===== src/rtl/pokey_io_pkg.sv =====
// Shared types and constants for the POKEY keyboard scanner and pot digitiser.
package pokey_io_pkg;

  typedef enum logic [1:0] {K_IDLE, K_CAND, K_DOWN, K_REL} key_state_t;
  typedef enum logic [1:0] {P_IDLE, P_DUMP, P_COUNT, P_DONE} pot_state_t;

  localparam int unsigned SKCTL_KEYEN   = 1;
  localparam int unsigned SKCTL_FASTPOT = 2;
  localparam int unsigned POT_W         = 8;

endpackage


===== src/rtl/pokey_key_debounce.sv =====
// Keyboard debounce/release FSM: a key must be seen on two consecutive scans
// to be accepted; the first key latched into cmp owns the FSM until released.
module pokey_key_debounce
  import pokey_io_pkg::*;
#(
  parameter int unsigned KEY_BITS = 6
) (
  input  logic                clk179,
  input  logic                rst,
  input  logic                keyen,
  input  logic                step,
  input  logic [KEY_BITS-1:0] ctr,
  input  logic                kr1_n,
  input  logic                kr2_n,
  output logic [KEY_BITS-1:0] kbcode,
  output logic                key_shift,
  output logic                key_irq,
  output logic                key_down
);

  key_state_t          state, state_d;
  logic [KEY_BITS-1:0] cmp, cmp_d, kbcode_d;
  logic                shift_d, irq_d, down_d, at_cmp;

  assign at_cmp = (ctr == cmp);

  always_ff @(posedge clk179) begin
    if (rst) begin
      state     <= K_IDLE;
      cmp       <= '0;
      kbcode    <= '0;
      key_shift <= 1'b0;
      key_irq   <= 1'b0;
      key_down  <= 1'b0;
    end else begin
      state     <= state_d;
      cmp       <= cmp_d;
      kbcode    <= kbcode_d;
      key_shift <= shift_d;
      key_irq   <= irq_d;
      key_down  <= down_d;
    end
  end

  // Next state; nothing outside K_IDLE reacts to a scan position other than cmp.
  always_comb begin
    state_d  = state;
    cmp_d    = cmp;
    kbcode_d = kbcode;
    shift_d  = key_shift;
    irq_d    = 1'b0;
    if (!keyen) begin
      state_d = K_IDLE;
    end else if (step) begin
      case (state)
        K_IDLE: begin
          if (!kr1_n) begin
            cmp_d   = ctr;
            state_d = K_CAND;
          end
        end
        K_CAND: begin
          if (at_cmp) begin
            if (!kr1_n) begin
              kbcode_d = cmp;
              shift_d  = ~kr2_n;
              irq_d    = 1'b1;
              state_d  = K_DOWN;
            end else begin
              state_d = K_IDLE;
            end
          end
        end
        K_DOWN: begin
          if (at_cmp && kr1_n) state_d = K_REL;
        end
        K_REL: begin
          if (at_cmp) state_d = kr1_n ? K_IDLE : K_DOWN;
        end
        default: state_d = K_IDLE;
      endcase
    end
    down_d = (state_d == K_DOWN) || (state_d == K_REL);
  end

endmodule


===== src/rtl/pokey_io_scan.sv =====
// POKEY IO path: keyboard matrix scan counter plus N-channel pot digitiser,
// all on clk179 with slow/fast pot timing selected by clock enable.
module pokey_io_scan
  import pokey_io_pkg::*;
#(
  parameter int unsigned NUM_POTS = 8,
  parameter int unsigned POT_MAX  = 228,
  parameter int unsigned KEY_BITS = 6
) (
  input  logic                  clk179,
  input  logic                  rst,
  input  logic                  tick15,
  input  logic [7:0]            skctl,
  input  logic                  potgo_wr,
  input  logic [NUM_POTS-1:0]   pot_in,
  input  logic                  kr1_n,
  input  logic                  kr2_n,
  output logic [KEY_BITS-1:0]   key_scan_n,
  output logic [KEY_BITS-1:0]   kbcode,
  output logic                  key_shift,
  output logic                  key_irq,
  output logic                  key_down,
  output logic [8*NUM_POTS-1:0] pot_val,
  output logic [NUM_POTS-1:0]   allpot,
  output logic                  pot_dump,
  output logic                  pot_done
);

  localparam logic [POT_W-1:0] POT_TERM = POT_W'(POT_MAX);

  logic [KEY_BITS-1:0] scan_ctr;
  logic                keyen, key_step;
  logic                unused_skctl;

  assign unused_skctl = &{1'b0, skctl[7:3], skctl[0]};
  assign keyen        = skctl[SKCTL_KEYEN];
  assign key_step     = tick15 & keyen;
  assign scan_ctr     = ~key_scan_n;

  // The scan counter is stored inverted so the matrix drive comes straight from a flop.
  always_ff @(posedge clk179) begin
    if (rst || !keyen) key_scan_n <= '1;
    else if (tick15)   key_scan_n <= ~(scan_ctr + KEY_BITS'(1));
  end

  pokey_key_debounce #(.KEY_BITS(KEY_BITS)) u_key (
    .clk179    (clk179),
    .rst       (rst),
    .keyen     (keyen),
    .step      (key_step),
    .ctr       (scan_ctr),
    .kr1_n     (kr1_n),
    .kr2_n     (kr2_n),
    .kbcode    (kbcode),
    .key_shift (key_shift),
    .key_irq   (key_irq),
    .key_down  (key_down)
  );

  pot_state_t           pot_state, pot_state_d;
  logic [POT_W-1:0]     pot_ctr, pot_ctr_d;
  logic                 fast, pot_tick, count_tick, terminal, all_latched;
  logic                 done_d, dump_d;
  logic [NUM_POTS-1:0]  allpot_d;
  logic [8*NUM_POTS-1:0] pot_val_d;

  // Pot speed is frozen at POTGO so a mid-cycle skctl change cannot skew a reading.
  always_ff @(posedge clk179) begin
    if (rst)           fast <= 1'b0;
    else if (potgo_wr) fast <= skctl[SKCTL_FASTPOT];
  end

  assign pot_tick   = fast | tick15;
  assign count_tick = (pot_state == P_COUNT) & pot_tick & ~potgo_wr;
  assign terminal   = count_tick & (pot_ctr == POT_TERM);

  for (genvar i = 0; i < int'(NUM_POTS); i++) begin : g_pot
    logic hit;
    assign hit         = count_tick & allpot[i] & pot_in[i];
    assign allpot_d[i] = potgo_wr | (allpot[i] & ~hit & ~terminal);
    assign pot_val_d[8*i +: 8] = potgo_wr                  ? '0 :
                                 hit                       ? pot_ctr :
                                 (terminal & allpot[i])    ? POT_TERM :
                                 pot_val[8*i +: 8];
  end

  assign all_latched = ~|allpot_d;

  always_ff @(posedge clk179) begin
    if (rst) begin
      pot_state <= P_IDLE;
      pot_ctr   <= '0;
      pot_done  <= 1'b0;
      pot_dump  <= 1'b1;
      allpot    <= '1;
      pot_val   <= '0;
    end else begin
      pot_state <= pot_state_d;
      pot_ctr   <= pot_ctr_d;
      pot_done  <= done_d;
      pot_dump  <= dump_d;
      allpot    <= allpot_d;
      pot_val   <= pot_val_d;
    end
  end

  // POTGO restarts from any state and takes priority over a terminal count.
  always_comb begin
    pot_state_d = pot_state;
    pot_ctr_d   = pot_ctr;
    done_d      = pot_done;
    if (potgo_wr) begin
      pot_state_d = P_DUMP;
      pot_ctr_d   = '0;
      done_d      = 1'b0;
    end else begin
      case (pot_state)
        P_IDLE: pot_state_d = P_IDLE;
        P_DUMP: begin
          if (pot_tick) pot_state_d = P_COUNT;
        end
        P_COUNT: begin
          if (count_tick) begin
            if (terminal || all_latched) begin
              pot_state_d = P_DONE;
              done_d      = 1'b1;
            end else begin
              pot_ctr_d = pot_ctr + POT_W'(1);
            end
          end
        end
        P_DONE: pot_state_d = P_DONE;
        default: pot_state_d = P_IDLE;
      endcase
    end
    dump_d = (pot_state_d == P_IDLE) || (pot_state_d == P_DUMP);
  end

endmodule


===== config.mk =====
export PLATFORM = sky130hd
export DESIGN_NAME = pokey_io_scan
export DESIGN_NICKNAME = d
export VERILOG_FILES = /design/src/rtl/pokey_io_pkg.sv /design/src/rtl/pokey_key_debounce.sv /design/src/rtl/pokey_io_scan.sv
export SDC_FILE = /design/constraint.sdc
export NUM_CORES = 1
export LEC_CHECK = 0
export CAP_MARGIN = 10
export CORE_UTILIZATION = 52
export DETAILED_ROUTE_END_ITERATION = 6
export GPL_TIMING_DRIVEN = 0
export PLACE_DENSITY = 0.95
export SLEW_MARGIN = 15
export SYNTH_ARGS = -nofsm -noshare
export SYNTH_HDL_FRONTEND = slang
export SYNTH_SLANG_ARGS = --single-unit

===== constraint.sdc =====
create_clock -name clk179 -period 5.46 [get_ports clk179]
set_input_delay 1.092 -clock clk179 [delete_from_list [all_inputs] [get_ports clk179]]
set_output_delay 1.092 -clock clk179 [all_outputs]
set_load 0.005 [all_outputs]

==> results.tsv, run 1 <==
metric	value	unit
Layout area overhead	32.5	%
register area	0.00216	sq mm
path category of the worst min-delay check	reg -> reg	
Yosys warnings	0	
Critical Path RT	5.72	ns
die footprint	0.00846	sq mm
RSZ-0062 raised after global routing	no	
Setup WS post-layout	2.33	ns
Leakage	1.93	nW
cell taking the most area after synthesis	dfxtp_1	
Cells after Synth	483	
power density over cell area	242	mW/mm^2
crit path time final	3.13	ns
Post-synth ARST share	0	%
Net Switching	352	uW
clk_skew	0.0208	ns
CTS buffer count	9	
worst-skew pair later-pin latency	0.38	ns
cell chosen for the clock root	clkbuf_8	
Cell Count Post-Placement	689	
filler cell count	535	
IO Pins	111	
Final Slew Violations	0	
Final setup viols	0	
slew margin rel.	33.0	%
post-CTS sizing	0	
Max-Cap Viols	0	
Fmax achieved	0.319	GHz
GRT Util Overall	29.6	%
syn nets	508	
FF-to-FF End	pot_val[9]$_SDFFE_PP0P_	
reg-to-reg critical path startpoint	pot_ctr[0]$_SDFFE_PP0P_	
final wirelength	12300	um
Remaining DRCs	0	
multi-input logic area	0.00189	sq mm
CTS hold repair buffers	0	
I/O Buffers	104	
Worst Setup Start Kind	input pin	
Clk pwr share	36.2	%
dpl ws	2.03	ns
register area share after synthesis	51.4	%
top cell type's share of synthesized area	51.4	%
Pwr Total	1.35	mW
fin nets	623	
Die Span X	92.0	um
Vias	4254	
Post-DP HPWL	8490	um
switch share	26.0	%
critical path class	in -> reg	
CP Max Fanout	10	
initial cell density of the core	54.2	%
ys flop type	dfxtp_1	
crit end category	flip-flop	
Layout Cells excl Fill	705	
number of library cell types mapped by synthesis	46	
r2r setup slk	2.86	ns
Seq pwr share	58.9	%
initial antenna violation count	0	
#FFs+latches synth	108	
TritonRoute pass-1 iters	6	
post-CTS setup buffers	0	
routability cong.	0.867	
post-route ant nets	0	
Worst EP arrival	3.39	ns
result of the run	complete, no violations	
Hold Crit Depth	2	
total gr overflow	0	
Core Footprint	0.00777	sq mm
vias in the first global route	4019	
top cells by area, synth	dfxtp_1 51%, nor2_1 10%, a22oi_1 5.7%, o22ai_1 4.9%, nand2_1 2.6%	
CTS clock-pin slew for the worst setup and hold paths	0.11	ns
share of cells above drive strength 1	4.64	%
reg2reg path depth	10	
Longest Clk Path Bufs	2	
min-delay src	pot_done$_SDFFE_PP0P_	
number of synthesized flops with an enable pin	0	
pin count of the biggest net entering global routing	22	
clk sinks	108	
P_int	1000	uW
Logic pwr share	4.9	%
Rows	32	
Fin Setup TNS	0	ns
Worst VDD drop	0.197	mV
Cell Area, Synth	0.00421	sq mm
die height	92.0	um
worst slew pin tran	0.996	ns
CTS tree	done	
Endpoint, Worst Hold	pot_done$_SDFFE_PP0P_	
initial DRC count	418	
Post-Syn Area per Cell	8.71	sq um
global-route wire length before repair	19500	um
Hold Fails Final Rpt	0	
drt wl/cell	17.4	um
drt via density	6.03	
# diodes	0	
H-tree depth	3	
Final Cycle Share	57.3	%
state kept, by name (all words and copies together), names as in the netlist, 2 cells and up:
| name | flops |
|---|---|
| pot_val | 64 |
| allpot | 8 |
| u_key.cmp | 6 |
| u_key.state | 2 |
| pot_state | 2 |
| pot_ctr | 8 |
| key_scan_n | 6 |
| u_key.kbcode | 6 |
layout by cell type, fill, tap and decap left out, drive strengths merged, types with 5 or more instances in the layout:
| master | Yosys | final |
|---|---|---|
| a21oi | 12 | 12 |
| a22oi | 32 | 32 |
| and3 | 6 | 6 |
| buf | 5 | 5 |
| clkbuf | 21 | 30 |
| clkdlybuf4s50 | 0 | 104 |
| dfxtp | 108 | 108 |
| inv | 14 | 17 |
| mux2i | 7 | 7 |
| nand2 | 29 | 29 |
| nand3 | 12 | 12 |
| nand4 | 5 | 5 |
| nor2 | 112 | 112 |
| nor3 | 6 | 6 |
| o21ai | 16 | 16 |
| o22ai | 33 | 33 |
| o31ai | 7 | 7 |
| or2 | 9 | 9 |
| xnor2 | 9 | 9 |
power groups by stage:
stage	logic, mW	registers [mW]	clock network [mW]
after floorplan	0.0347	0.813	0
after global placement	0.0614	0.814	0
after detailed placement	0.0635	0.814	0
after CTS	0.0649	0.796	0.487
after global routing	0.0718	0.797	0.515
final	0.0661	0.797	0.489
synth_stat cells, types with 7 or more instances:
cell type / count
inv_1: 14
dfxtp_1: 108
a22oi_1: 32
o21ai_0: 11
a21oi_1: 12
o22ai_1: 33
mux2i_1: 7
o31ai_1: 7
clkbuf_1: 21
xnor2_1: 9
nand3_1: 11
nor2_1: 112
nand2_1: 29
or2_1: 7
worst max path at each step:
stage,startpoint,to,slack [ns],cells after the start
3_5_place_dp,potgo_wr,pot_ctr[3]$_SDFFE_PP0P_,2.03,8
2_1_floorplan,potgo_wr,pot_ctr[3]$_SDFFE_PP0P_,2.95,7
6_report,potgo_wr,pot_val[53]$_SDFFE_PP0P_,2.33,8
3_3_place_gp,potgo_wr,pot_ctr[3]$_SDFFE_PP0P_,2.06,8
5_1_grt,potgo_wr,pot_ctr[3]$_SDFFE_PP0P_,2.23,8
4_1_cts,tick15,u_key.cmp[0]$_SDFFE_PP0P_,2.39,6
area by class of cell:
type / instances / area share (%)
tap: 102 / 2.29
multi-input combinational: 335 / 33.9
clock inverter: 7 / 1.37
timing repair buffer: 104 / 18.7
inverter: 14 / 0.942
clock buffer: 9 / 2.22
buffer: 26 / 1.88
sequential: 108 / 38.8
critical path, stage by stage:
cell             delay, ns
clkdlybuf4s50_1       0.55
or2_1                 0.37
nor2_1                0.24
buf_2                 0.32
buf_2                 0.31
nand3_1               0.22
o22ai_1               0.23
nor2_1                0.06
layer usage:
layer | track usage [%] | wire length [um]
met5 | 0 | 0
met4 | 16.9 | 474
met3 | 5.39 | 1130
met2 | 50.0 | 5930
met1 | 35.3 | 4760
through the flow:
step	cell area [sq um]	hold WS, ns	utilization, %
after detailed placement	5380	0.454	69.2
after global routing	5580	0.482	71.8
after floorplan	4210	0.442	-
after CTS	5580	0.470	71.8
after global placement	5380	0.436	69.2
final	5580	0.465	71.8
kinds of logic (layout without fill, tap and decap cells):
group / after synthesis / count (layout) / synth area share (%)
compound gates: 116 / 116 / 18.1
mux: 7 / 7 / 1.66
simple gates: 199 / 199 / 22.2
buf+inv: 40 / 160 / 3.75
fa+ha+maj: 3 / 3 / 0.892
flops: 108 / 108 / 51.4
xor+xnor: 10 / 10 / 2.08
Note: power is estimated with default switching activity, not from simulation.
==> run 2: changes to the inputs <==
--- a/config.mk
+++ b/config.mk
@@ -6,10 +6,10 @@
 export NUM_CORES = 1
 export LEC_CHECK = 0
 export CAP_MARGIN = 10
-export CORE_UTILIZATION = 52
+export CORE_UTILIZATION = 44
 export DETAILED_ROUTE_END_ITERATION = 6
 export GPL_TIMING_DRIVEN = 0
-export PLACE_DENSITY = 0.95
+export PLACE_DENSITY = 0.87
 export SLEW_MARGIN = 15
 export SYNTH_ARGS = -nofsm -noshare
 export SYNTH_HDL_FRONTEND = slang
==> constraint.sdc (replaced) <==
create_clock -name clk179 -period 2.7 [get_ports clk179]
set_input_delay 0.54 -clock clk179 [delete_from_list [all_inputs] [get_ports clk179]]
set_output_delay 0.54 -clock clk179 [all_outputs]
set_load 0.005 [all_outputs]
==> results.tsv, run 2 (synthesis gave the netlist of run 1 again) <==
metric	value	unit	change
Finished Core Util	60.6	%	-11 points
worst slew pin tran	0.969	ns	-0.0268 ns
TritonRoute pass-1 iters	5		-1
Worst VDD drop	0.301	mV	+53%
share of cells above drive strength 1	4.99	%	+0.35 points
Net Switching	667	uW	+89%
critical path class	in -> reg		
RSZ-0062 raised after global routing	no		
routability cong.	0.836		-3.5%
Setup WS post-layout	0.170	ns	-2.16 ns
Fmax achieved	0.395	GHz	
post-CTS sizing	0		unchanged
IO Pins	111		unchanged
Final setup viols	0		unchanged
filler cell count	789		+47%
clk_skew	0.0115	ns	-0.00927 ns
CTS tree	done		
CTS buffer count	9		unchanged
max reg flops	64		unchanged
Fin Setup TNS	0	ns	unchanged
result of the run	complete, no violations		
post-route ant nets	0		unchanged
multi-input logic area	0.00190	sq mm	+0.40%
Layout area overhead	33.1	%	
initial cell density of the core	45.6	%	-8.6 points
r2r setup slk	0.19	ns	-2.67 ns
Leakage	1.92	nW	-0.35%
drt via density	5.68		-5.9%
FF-to-FF End	pot_val[11]$_SDFFE_PP0P_		
Cell Count Post-Placement	716		+3.9%
min-delay src	pot_done$_SDFFE_PP0P_		
total gr overflow	0		unchanged
Final Slew Violations	0		unchanged
Clk pwr share	35.4	%	-0.8 points
initial DRC count	393		-6.0%
commonest non-fill, non-tap cell in the layout	nor2_1		
cell chosen for the clock root	clkbuf_8		
switch share	24.7	%	-1.3 points
die footprint	0.00996	sq mm	+18%
Worst Setup Start Kind	input pin		
register area	0.00216	sq mm	unchanged
Hold Crit Depth	2		unchanged
CP Max Fanout	10		unchanged
Remaining DRCs	0		unchanged
post-CTS setup buffers	0		unchanged
largest registers	pot_val (64), allpot (8), pot_ctr (8)		
power density over cell area	482	mW/mm^2	+99%
Final Cycle Share	93.7	%	
Rows	35		+9.4%
Die Span X	99.8	um	+8.5%
CTS clock-pin slew for the worst setup and hold paths	0.10	ns	about the same
Hold Fails Final Rpt	0		unchanged
Largest Register	pot_val		
Worst EP arrival	2.80	ns	-0.59 ns
die height	99.8	um	+8.5%
pin count of the biggest net entering global routing	20		-9.1%
CTS hold repair buffers	0		unchanged
slew margin rel.	34.8	%	+1.8 points
Critical Path RT	2.97	ns	-2.75 ns
reg2reg path depth	9		-1
Logic pwr share	4.9	%	about the same
crit end category	flip-flop		
fin nets	621		-0.32%
path category of the worst min-delay check	reg -> reg		
reg-to-reg critical path startpoint	pot_ctr[1]$_SDFFE_PP0P_		
I/O Buffers	104		unchanged
most frequent cells in the layout	111 x nor2_1, 108 x dfxtp_1, 104 x clkdlybuf4s50_1		
worst-skew pair later-pin latency	0.37	ns	about the same
initial antenna violation count	0		unchanged
crit path time final	2.53	ns	
GRT Util Overall	25.4	%	-4.2 points
Max-Cap Viols	0		unchanged
Layout Cells excl Fill	730		+3.5%
Longest Clk Path Bufs	2		unchanged
dpl ws	-0.173	ns	-2.21 ns
drt wl/cell	16.7	um	-4.2%
P_int	2.03	mW	+100%
Post-DP HPWL	8750	um	+3.1%
global-route wire length before repair	19900	um	+1.6%
final wirelength	12200	um	-0.85%
Pwr Total	2.70	mW	+100%
H-tree depth	3		unchanged
Endpoint, Worst Hold	pot_done$_SDFFE_PP0P_		
clk sinks	108		unchanged
Vias	4147		-2.5%
Seq pwr share	59.7	%	+0.8 points
Core Footprint	0.00924	sq mm	+19%
# diodes	0		unchanged
vias in the first global route	4003		-0.40%
-- run 2: changes by cell type in the layout (fill, tap and decap cells not counted), sizes merged --
cell	delta
clkbuf	-1
clkinv	-3
clkinvlp	+1
inv	+1
-- run 2: power by group through the flow --
stage	Combinational (mW)	Clock, mW	Sequential [mW]
after CTS	0.129	0.956	1.61
after global placement	0.124	0	1.65
final	0.132	0.957	1.61
after floorplan	0.0701	0	1.64
after detailed placement	0.128	0	1.65
after global routing	0.143	1.04	1.61
-- run 2: area by class of cell --
class	instances	share of cell area (%)
clock buffer	10	2.46
sequential	108	38.6
tap	129	2.88
buffer	24	1.74
clock inverter	6	0.938
inverter	14	0.938
multi-input combinational	335	33.9
timing repair buffer	104	18.6
-- run 2: metrics by stage --
step	hold slack [ns]	area, sq um
finish	0.454	5600
global route	0.487	5600
CTS	0.458	5600
detailed placement	0.445	5410
global placement	0.441	5410
floorplan	0.442	4210
-- run 2: worst max-delay path by stage --
stage          slack (ns)                  endpoint                    start  depth (start not counted)
5_1_grt              0.04  pot_val[11]$_SDFFE_PP0P_  pot_ctr[0]$_SDFFE_PP0P_                          9
2_1_floorplan        0.67  pot_val[11]$_SDFFE_PP0P_  pot_ctr[0]$_SDFFE_PP0P_                         10
3_3_place_gp        -0.11  pot_val[47]$_SDFFE_PP0P_                 potgo_wr                          8
6_report             0.17   pot_ctr[3]$_SDFFE_PP0P_                 potgo_wr                          8
3_5_place_dp        -0.17  pot_val[22]$_SDFFE_PP0P_                 potgo_wr                          8
4_1_cts              0.12  pot_val[11]$_SDFFE_PP0P_  pot_ctr[0]$_SDFFE_PP0P_                         10
-- run 2: layer usage --
layer	GRT usage, %	vias to the layer above	routed length (um)
met4	12.0	0	332
met1	31.9	2011	5040
met5	0	-	0
met3	4.04	32	886
li1	-	1924	-
met2	42.7	180	5940
-- run 2: critical path, cell delays in order --
cell and delay (ns):
clkdlybuf4s50_1 0.55, or2_1 0.36, o31ai_1 0.25, nand4_1 0.22, nor3_4 0.36, buf_4 0.24, nor4_1 0.07, o21a_1 0.20
